$ cat config.mk
export PLATFORM = sky130hd
export DESIGN_NAME = rbus_wrr_arbiter
export DESIGN_NICKNAME = d
export VERILOG_FILES = /design/src/rtl/rbus_wrr_arbiter.sv
export SDC_FILE = /design/constraint.sdc
export NUM_CORES = 1
export LEC_CHECK = 0
export BUFFER_PORTS_ARGS = -buffer_cell sky130_fd_sc_hd__buf_2
export CAP_MARGIN = 10
export CORE_AREA = 2 2 70 79
export DETAILED_ROUTE_END_ITERATION = 6
export DIE_AREA = 0 0 72 81
export GPL_TIMING_DRIVEN = 0
export PLACE_DENSITY = 0.55
export SYNTH_ARGS = -nofsm -noshare
export SYNTH_HDL_FRONTEND = slang
export SYNTH_SLANG_ARGS = --single-unit
$ cat constraint.sdc
create_clock -name clk -period 4.86 [get_ports clk]
set_input_delay 0.972 -clock clk [delete_from_list [all_inputs] [get_ports clk]]
set_output_delay 0.972 -clock clk [all_outputs]
set_load 0.1 [all_outputs]
$ cat src/rtl/rbus_wrr_arbiter.sv
// Weighted round-robin rbus packet arbiter; a grant holds until i_stb && i_eop, then drops for one gap cycle.
// Latency: the grant is registered one cycle after eligibility; a requester keeps its turn while its credit lasts.
module rbus_wrr_arbiter #(
    parameter int N  = 5,
    parameter int WW = 4,
    parameter int IW = 3
) (
    input  logic            clk,
    input  logic            rst,
    input  logic [N-1:0]    i_req,
    input  logic [N-1:0]    cfg_en,
    input  logic [N*WW-1:0] cfg_weight,
    input  logic            i_stb,
    input  logic            i_eop,
    output logic [N-1:0]    o_gnt,
    output logic [IW-1:0]   o_gnt_id,
    output logic            o_gnt_vld,
    output logic            ff_err
);

    typedef enum logic {IDLE, GRANT} state_t;

    state_t        state;
    logic [IW-1:0] last_ptr;
    logic [WW-1:0] credit;

    logic [N-1:0]  elig;
    logic          last_elig;
    logic          regrant;
    logic          hi_vld;
    logic [IW-1:0] hi_id;
    logic [IW-1:0] lo_id;
    logic [IW-1:0] next_id;
    logic [N-1:0]  next_onehot;
    logic [WW-1:0] wsel;
    logic [WW-1:0] load_val;

    assign elig = i_req & cfg_en;

    // hi_* is the first eligible index above last_ptr; lo_id is the lowest eligible
    // overall, which is the wrap-around choice (possibly last_ptr itself).
    always_comb begin
        last_elig = 1'b0;
        hi_vld    = 1'b0;
        hi_id     = '0;
        lo_id     = '0;
        for (int k = N - 1; k >= 0; k--) begin
            if (last_ptr == IW'(k))
                last_elig = elig[k];
            if (elig[k] && (IW'(k) > last_ptr)) begin
                hi_vld = 1'b1;
                hi_id  = IW'(k);
            end
            if (elig[k])
                lo_id = IW'(k);
        end
    end

    assign regrant = last_elig && (credit != '0);

    always_comb begin
        if (regrant)
            next_id = last_ptr;
        else if (hi_vld)
            next_id = hi_id;
        else
            next_id = lo_id;
    end

    always_comb begin
        next_onehot = '0;
        wsel        = '0;
        for (int k = 0; k < N; k++) begin
            if (next_id == IW'(k)) begin
                next_onehot[k] = 1'b1;
                wsel           = cfg_weight[k*WW +: WW];
            end
        end
    end

    assign load_val = (wsel == '0) ? WW'(1) : wsel;

    always_ff @(posedge clk or posedge rst) begin
        if (rst) begin
            state     <= IDLE;
            o_gnt     <= '0;
            o_gnt_id  <= '0;
            o_gnt_vld <= 1'b0;
            credit    <= '0;
            last_ptr  <= IW'(N - 1);
            ff_err    <= 1'b0;
        end else begin
            if (i_stb && (state == IDLE))
                ff_err <= 1'b1;
            case (state)
                IDLE: begin
                    if (elig != '0) begin
                        state     <= GRANT;
                        o_gnt     <= next_onehot;
                        o_gnt_id  <= next_id;
                        o_gnt_vld <= 1'b1;
                        last_ptr  <= next_id;
                        if (!regrant)
                            credit <= load_val;
                    end
                end
                GRANT: begin
                    if (i_stb && i_eop) begin
                        state     <= IDLE;
                        o_gnt     <= '0;
                        o_gnt_vld <= 1'b0;
                        if (credit != '0)
                            credit <= credit - WW'(1);
                    end
                end
                default: state <= IDLE;
            endcase
        end
    end

endmodule

==> results of run 1 <==
==> worst max-delay path, stage by stage <==
cell       delay [ns]
buf_2            0.10
nand2_1          0.07
o221a_1          0.26
a2111o_4         0.54
mux2i_4          0.25
buf_6            0.19
mux2i_1          0.20
nor2_1           0.06
a2111oi_2        0.42
a21oi_1          0.12
==> cells in the mapped netlist, types with 2 or more instances <==
master / instances / area (um^2)
nand3b_1: 2 / 15.01
buf_6: 2 / 22.52
inv_1: 5 / 18.77
mux2i_4: 2 / 45.04
buf_4: 2 / 15.01
nor3_1: 4 / 20.02
nor2_1: 5 / 18.77
clkbuf_1: 2 / 7.510
o31ai_1: 4 / 30.03
o21ai_0: 4 / 20.02
o21a_1: 2 / 15.01
nand3_1: 8 / 40.04
o22ai_1: 2 / 12.51
a22oi_1: 2 / 15.01
and2_1: 4 / 25.02
a31oi_1: 2 / 12.51
a21boi_1: 2 / 15.01
nand2_1: 20 / 75.07
dfrtp_1: 15 / 375.4
a21oi_1: 7 / 35.03
mux2i_1: 8 / 80.08
==> layout make-up <==
type	count	area (um^2)	share of cell area
multi-input combinational	99	695.7	0.4603
sequential	16	401.6	0.2657
buffer	7	50.05	0.03311
tap	60	75.07	0.04967
clock buffer	4	55.05	0.03642
inverter	5	18.77	0.01242
timing repair buffer	43	215.2	0.1424
==> routing by layer <==
layer	vias to the layer above	global-route usage	routed length, um
met5	-	0	0
met4	0	0.02830	27
met3	4	0.02605	177
met2	27	0.1750	1419
met1	521	0.1313	1247
li1	566	-	-
==> per-stage QoR <==
step / area, um^2 / hold WS [ns] / worst slack [ns]
floorplan: 1166 / 0.4694 / 1.854
global placement: 1456 / 0.4383 / 1.498
detailed placement: 1456 / 0.4557 / 1.514
CTS: 1511 / 0.4785 / 1.775
global route: 1511 / 0.5013 / 1.624
finish: 1511 / 0.4652 / 1.800
==> cell families after synthesis <==
| group | Yosys count |
|---|---|
| flops | 16 |
| compound gates | 37 |
| mux | 12 |
| simple gates | 49 |
| buf+inv | 12 |
| fa+ha+maj | 1 |
==> flip-flops by register name, summed over array words and instances, names as in the netlist <==
| signal | flops |
|---|---|
| o_gnt | 5 |
| credit | 4 |
| o_gnt_id | 3 |
| ff_err | 1 |
| last_ptr | 1 |
| o_gnt_vld | 1 |
| state | 1 |
==> power by group <==
group	switching (uW)	internal [uW]	leakage (uW)
registers	40.3	188	0.000192
clock network	45.8	71.9	0.0000288
logic	472	246	0.000501
==> path summary, 6_finish.rpt <==
| check | endpoint | cells past startpoint | startpoint | slack [ns] |
|---|---|---|---|---|
| setup reg to reg | credit[2] | 10 | o_gnt_id[0] | 2.05 |
| max in group asynchronous | o_gnt_id[0] | 2 | rst | 3.68 |
| setup / recovery | credit[2] | 10 | i_req[2] | 1.80 |
| hold reg to reg | ff_err | 1 | ff_err | 0.47 |
| min in group asynchronous | o_gnt_vld | 2 | rst | 0.79 |
| hold / removal | ff_err | 1 | ff_err | 0.47 |
==> flow_summary_export.csv, run 1 <==
group,metric,value,unit
outcome,outcome,"complete, no violations",
cts,clock_latency,0.25,ns
sta,setup_viol,0,
route,routed_wire_length_per_instance,12.27,um
cts,holdBufCountCts,0,
sta,post-route-min-period,3.060,ns
synth,synth.avg_cell_area,9.182,um^2
placed_design,place_congestion,0.8156,
synth,synth_xor_area_frac,0,
route,drt_wl_total,2872,um
floorplanning,rows,28,
synth,synth_flop_cell,"dfrtp_1",
sta,maxSlewViolCount,0,
cts,clk_pin_slew,0.06,ns
critical_path,worstPathMaxFanout,10,
synth,syn_area,0.001166,mm^2
sta,rsz0062_at_grt,"no",
critical_path,required,4.98,ns
final_layout,drive_gt1_frac,0.3563,
power,power,1065,uW
min_path,hold_class,"reg -> reg",
sta,relSlewSlack,0.5907,
cts,cts_sinks,16,
synth,ys_async_sr_fraction,1.000,
cts,cts.path.max_buffers,2,
final_layout,finalCoreUtilization,0.2935,
global_routing,grt_remaining_overflow,0,
global_routing,grt_max_degree,17,
route,vias_per_cell,4.778,
run,drv_cap,0,
final_layout,area_delta_synth_final,29.61,%
synth,synth-edff-count,0,
power,leakagePower,0.0007225,uW
placed_design,portBuffers,43,
synth,netlist_instances,127,
route,route.antenna.remaining_nets,0,
route,drc,0,
floorplanning,die_area,0.005832,mm^2
cts,cts_setup_buffers,0,
global_routing,grt_usage,0.1037,
synth,yosysUniqueCellTypes,44,
synth,ys_seq_area_frac,0.3444,
floorplanning,ios,44,
cts,numCtsBuffers,3,
final_layout,fill_cells,552,
global_routing,grt_pass1_wl,4816,um
route,drtIter0Drc,41,
critical_path,startpoint_type,"input pin",
synth,synth_compound_area_frac,0.2425,
route,vias,1118,
final_layout,layout_common_cells,"buf_2, nand2_1, dfrtp_1",
cts,cts-root-buf,"clkbuf_8",
sta,hold_violations,0,
critical_path,end_kind,"flop",
final_layout,final_common_cell,"buf_2",
power,p_per_area,704.3,mW/mm^2
final_layout,fin_cells,234,
cts,cts_tree,"built",
floorplanning,start_util,0.2264,
synth,yosysWarnings,0,
cts,ctsResizeCount,0,
sta,clock.fmax,326.8,MHz
sta,clock-skew-final,0.0008893,ns
final_layout,nets,210,
synth,synth-seq-cells,16,
route,dr.pass1.iters,4,
power,vdd_drop_max,0.0001597,V
floorplanning,die_x,72,um
critical_path,arrival,3.18,ns
final_layout,num_antenna_cells,0,
synth,synth_top_family_by_area,"compound AO/OA/AOI/OAI gates",
sta,fin_tns_setup,0,ns
synth,muxShareOfSynthArea,0.1298,
sta,min_period_over_period,0.6296,
sta,worst-slew-pin-transition,0.6133,ns
synth,synth-simple-area-share,0.2135,
global_routing,antenna_found_initial,0,
synth,synthAdderAreaFrac,0.01073,
critical_path,critPathKind,"in -> reg",
floorplanning,core_area,0.005150,mm^2
floorplanning,die_h,81,um
placed_design,dp_hpwl,2302,um
global_routing,grt_pass1_vias,1049,
cts,htreeDepth,1,
placed_design,dp_cells,230,
synth,synth_nets,162,
(Power assumes the default switching activity.)
==> run 2: changes to the inputs <==
- ABC_AREA: unset -> 1
- CORE_AREA: 2 2 70 79 -> 2 2 72 81
- DIE_AREA: 0 0 72 81 -> 0 0 74 83
- PLACE_DENSITY: 0.55 -> 0.56
- clock period: 4.86 -> 2.8 ns (I/O delays scaled with it)
==> flow_summary_export.csv, run 2 <==
group,metric,value,unit
outcome,outcome,"complete, no violations",
floorplanning,rows,28,
synth,yosysTopAreaCellShare,0.3024,
global_routing,grt_remaining_overflow,0,
final_layout,fill_cells,595,
final_layout,nets,262,
critical_path,path_buf_inv,2,
critical_path,critPathKind,"in -> reg",
sta,hold_ws,0.3755,ns
synth,synth_nets,214,
cts,clk_pin_slew,0.07,ns
synth,ys_top_cells_by_area,"dfrtp_1, nand2_1, nand3_1",
global_routing,grt_max_degree,17,
global_routing,antenna_found_initial,0,
critical_path,end_kind,"flop",
route,drc,0,
critical_path,rrSetupSlack,0.75,ns
final_layout,largest-register,"o_gnt",
power,leakagePower,0.0008623,uW
synth,synth-edff-count,0,
cts,numCtsBuffers,3,
placed_design,dp_worst_setup_slack,0.4953,ns
cts,holdBufCountCts,0,
route,vias_per_cell,4.339,
critical_path,startpoint_type,"input pin",
global_routing,busiest_layer,"met2",
cts,cts-root-buf,"clkbuf_8",
sta,worst-slew-pin-transition,0.6106,ns
sta,setup_viol,0,
critical_path,worstReg2RegEnd,"credit[1]",
floorplanning,die_area,0.006142,mm^2
sta,maxSlewViolCount,0,
cts,cts_setup_buffers,0,
power,p_per_area,1277,mW/mm^2
critical_path,cpMaxStageDelayCell,"nor2_1",
critical_path,reg2reg_depth,15,
final_layout,final_common_cell,"nand2_1",
power,power,2051,uW
critical_path,cp_top_family,"simple AND/OR/NAND/NOR gates",
cts,ctsResizeCount,0,
synth,synth_flop_cell,"dfrtp_1",
synth,ys_async_sr_fraction,1.000,
final_layout,layout_common_cells,"nand2_1, buf_2, nand3_1",
final_layout,num_antenna_cells,0,
critical_path,max_stage_delay,0.42,ns
synth,synth_common_cells,"nand2_1, nand3_1, inv_1, nor2_1, dfrtp_1",
critical_path,cp_cell_sequence,"buf_2 > nand2_1 > nand2_1 > nor2_1 > a21oi_1 > nor2_1 > a21oi_1 > nand2_1 > inv_1 > o21ai_0 > nor2_1 > a21oi_2",
final_layout,largestRegisters,"o_gnt: 5 flops, credit: 4 flops, o_gnt_id: 3 flops",
sta,rsz0062_at_grt,"no",
critical_path,arrival,2.25,ns
final_layout,largest_reg_flops,5,
global_routing,grt_pass1_wl,5899,um
floorplanning,core_area,0.005290,mm^2
route,vias,1306,
cts,htreeDepth,1,
cts,clock_latency,0.25,ns
sta,hold_violations,0,
global_routing,grt_usage,0.1166,
power,vdd_drop_max,0.0005003,V
synth,netlist.top_cell.by_area,"dfrtp_1",
final_layout,fin_area,0.001605,mm^2
critical_path,required,2.98,ns
synth,synth-seq-cells,16,
route,routed_wire_length_per_instance,11.02,um
sta,post-route-min-period,2.073,ns
placed_design,place_area,0.001550,mm^2
floorplanning,die_h,83,um
route,route.antenna.remaining_nets,0,
route,drt_wl_total,3318,um
critical_path,reg2reg_from,"credit[0]",
cts,cts.path.max_buffers,2,
sta,min_period_over_period,0.7405,
route,dr.pass1.iters,4,
final_layout,area_delta_synth_final,29.33,%
route,drtIter0Drc,42,
synth,syn_area,0.001241,mm^2
sta,setup_slack,0.7266,ns
synth,yosysMostFrequentCell,"nand2_1",
critical_path,worstPathMaxFanout,7,
sta,clock.fmax,482.3,MHz
synth,synth.avg_cell_area,6.934,um^2
cts,cts_tree,"built",
global_routing,grt_pass1_vias,1333,
global_routing,grt.met1_usage,0.1465,
synth,netlist_instances,179,
global_routing,use_met2,0.2086,
sta,clock-skew-final,0.007417,ns
placed_design,dp_hpwl,2646,um
placed_design,portBuffers,43,
sta,relSlewSlack,0.5925,
sta,fin_tns_setup,0,ns
min_path,hold_class,"in -> async",
placed_design,place_congestion,0.7946,
synth,yosysUniqueCellTypes,26,
floorplanning,ios,44,
synth,yosysWarnings,0,
run,drv_cap,0,
floorplanning,start_util,0.2346,
final_layout,drive_gt1_frac,0.3230,
floorplanning,die_x,74,um
synth,ys_seq_area_frac,0.3236,
global_routing,grtUsageMet3,0.01456,
cts,cts_sinks,16,
-- run 2: cell types whose count changed in the layout (fill, tap and decap cells not counted), moves of 6 or more --
cell	delta
nor2_1	+13
nand2_1	+25
inv_1	+13
nand4_1	+6
nand3_1	+17
mux2i_1	-8
-- run 2: per-layer routing --
| layer | wire, um | up-vias | part of all wire |
|---|---|---|---|
| li1 | - | 687 | - |
| met5 | 0 | - | 0 |
| met3 | 103 | 5 | 0.031 |
| met1 | 1472 | 592 | 0.44 |
| met2 | 1698 | 22 | 0.51 |
| met4 | 43 | 0 | 0.013 |
-- run 2: power breakdown --
part	leakage (uW)	switching [uW]	internal (uW)
clock	0.0000288	78.0	124
combinational	0.000640	1040	396
sequential	0.000194	84.9	327
-- run 2: worst register-to-register path, delay by kind of cell, from the launching register on --
kind | cells | cell delay (ns)
AO/OA/AOI/OAI | 2 | 0.26
adder cells (fa/ha/maj) | 1 | 0.22
buffers and inverters | 2 | 0.22
flip-flops | 1 | 0.37
AND/OR/NAND/NOR | 10 | 0.85
-- run 2: logic make-up (layout without fill, tap and decap cells) --
family          Yosys count  in the layout  share of synthesized area
fa+ha+maj                 1              1                    0.01008
simple gates            111            111                     0.4335
compound gates           23             23                     0.1260
buf+inv                  27             74                    0.09978
xor+xnor                  1              1                   0.007058
flops                    16             16                     0.3236
-- run 2: worst max-delay path by stage --
stage                     startpoint   endpoint  slack, ns  cells after the start
after floorplan             i_req[4]  credit[2]       0.89                     14
after global placement      i_req[1]  credit[0]       0.53                     12
after detailed placement    i_req[1]  credit[0]       0.50                     12
after CTS                  credit[0]  credit[1]       0.73                     14
after global routing       credit[0]  credit[2]       0.49                     15
final                       i_req[1]  credit[0]       0.73                     12
-- run 2: area by class of cell --
cell class / count / area [um^2] / area share
tap: 75 / 93.84 / 0.05846
inverter: 22 / 82.58 / 0.05144
clock buffer: 4 / 55.05 / 0.03429
timing repair buffer: 43 / 215.2 / 0.1341
buffer: 5 / 41.29 / 0.02572
sequential: 16 / 401.6 / 0.2502
multi-input combinational: 136 / 715.7 / 0.4458
-- run 2: stage by stage --
| stage | std cells | util |
|---|---|---|
| 2_1_floorplan | 179 | - |
| 3_3_place_gp | 297 | 0.2930 |
| 3_5_place_dp | 297 | 0.2930 |
| 4_1_cts | 301 | 0.3035 |
| 5_1_grt | 301 | 0.3035 |
| 6_report | 301 | 0.3035 |
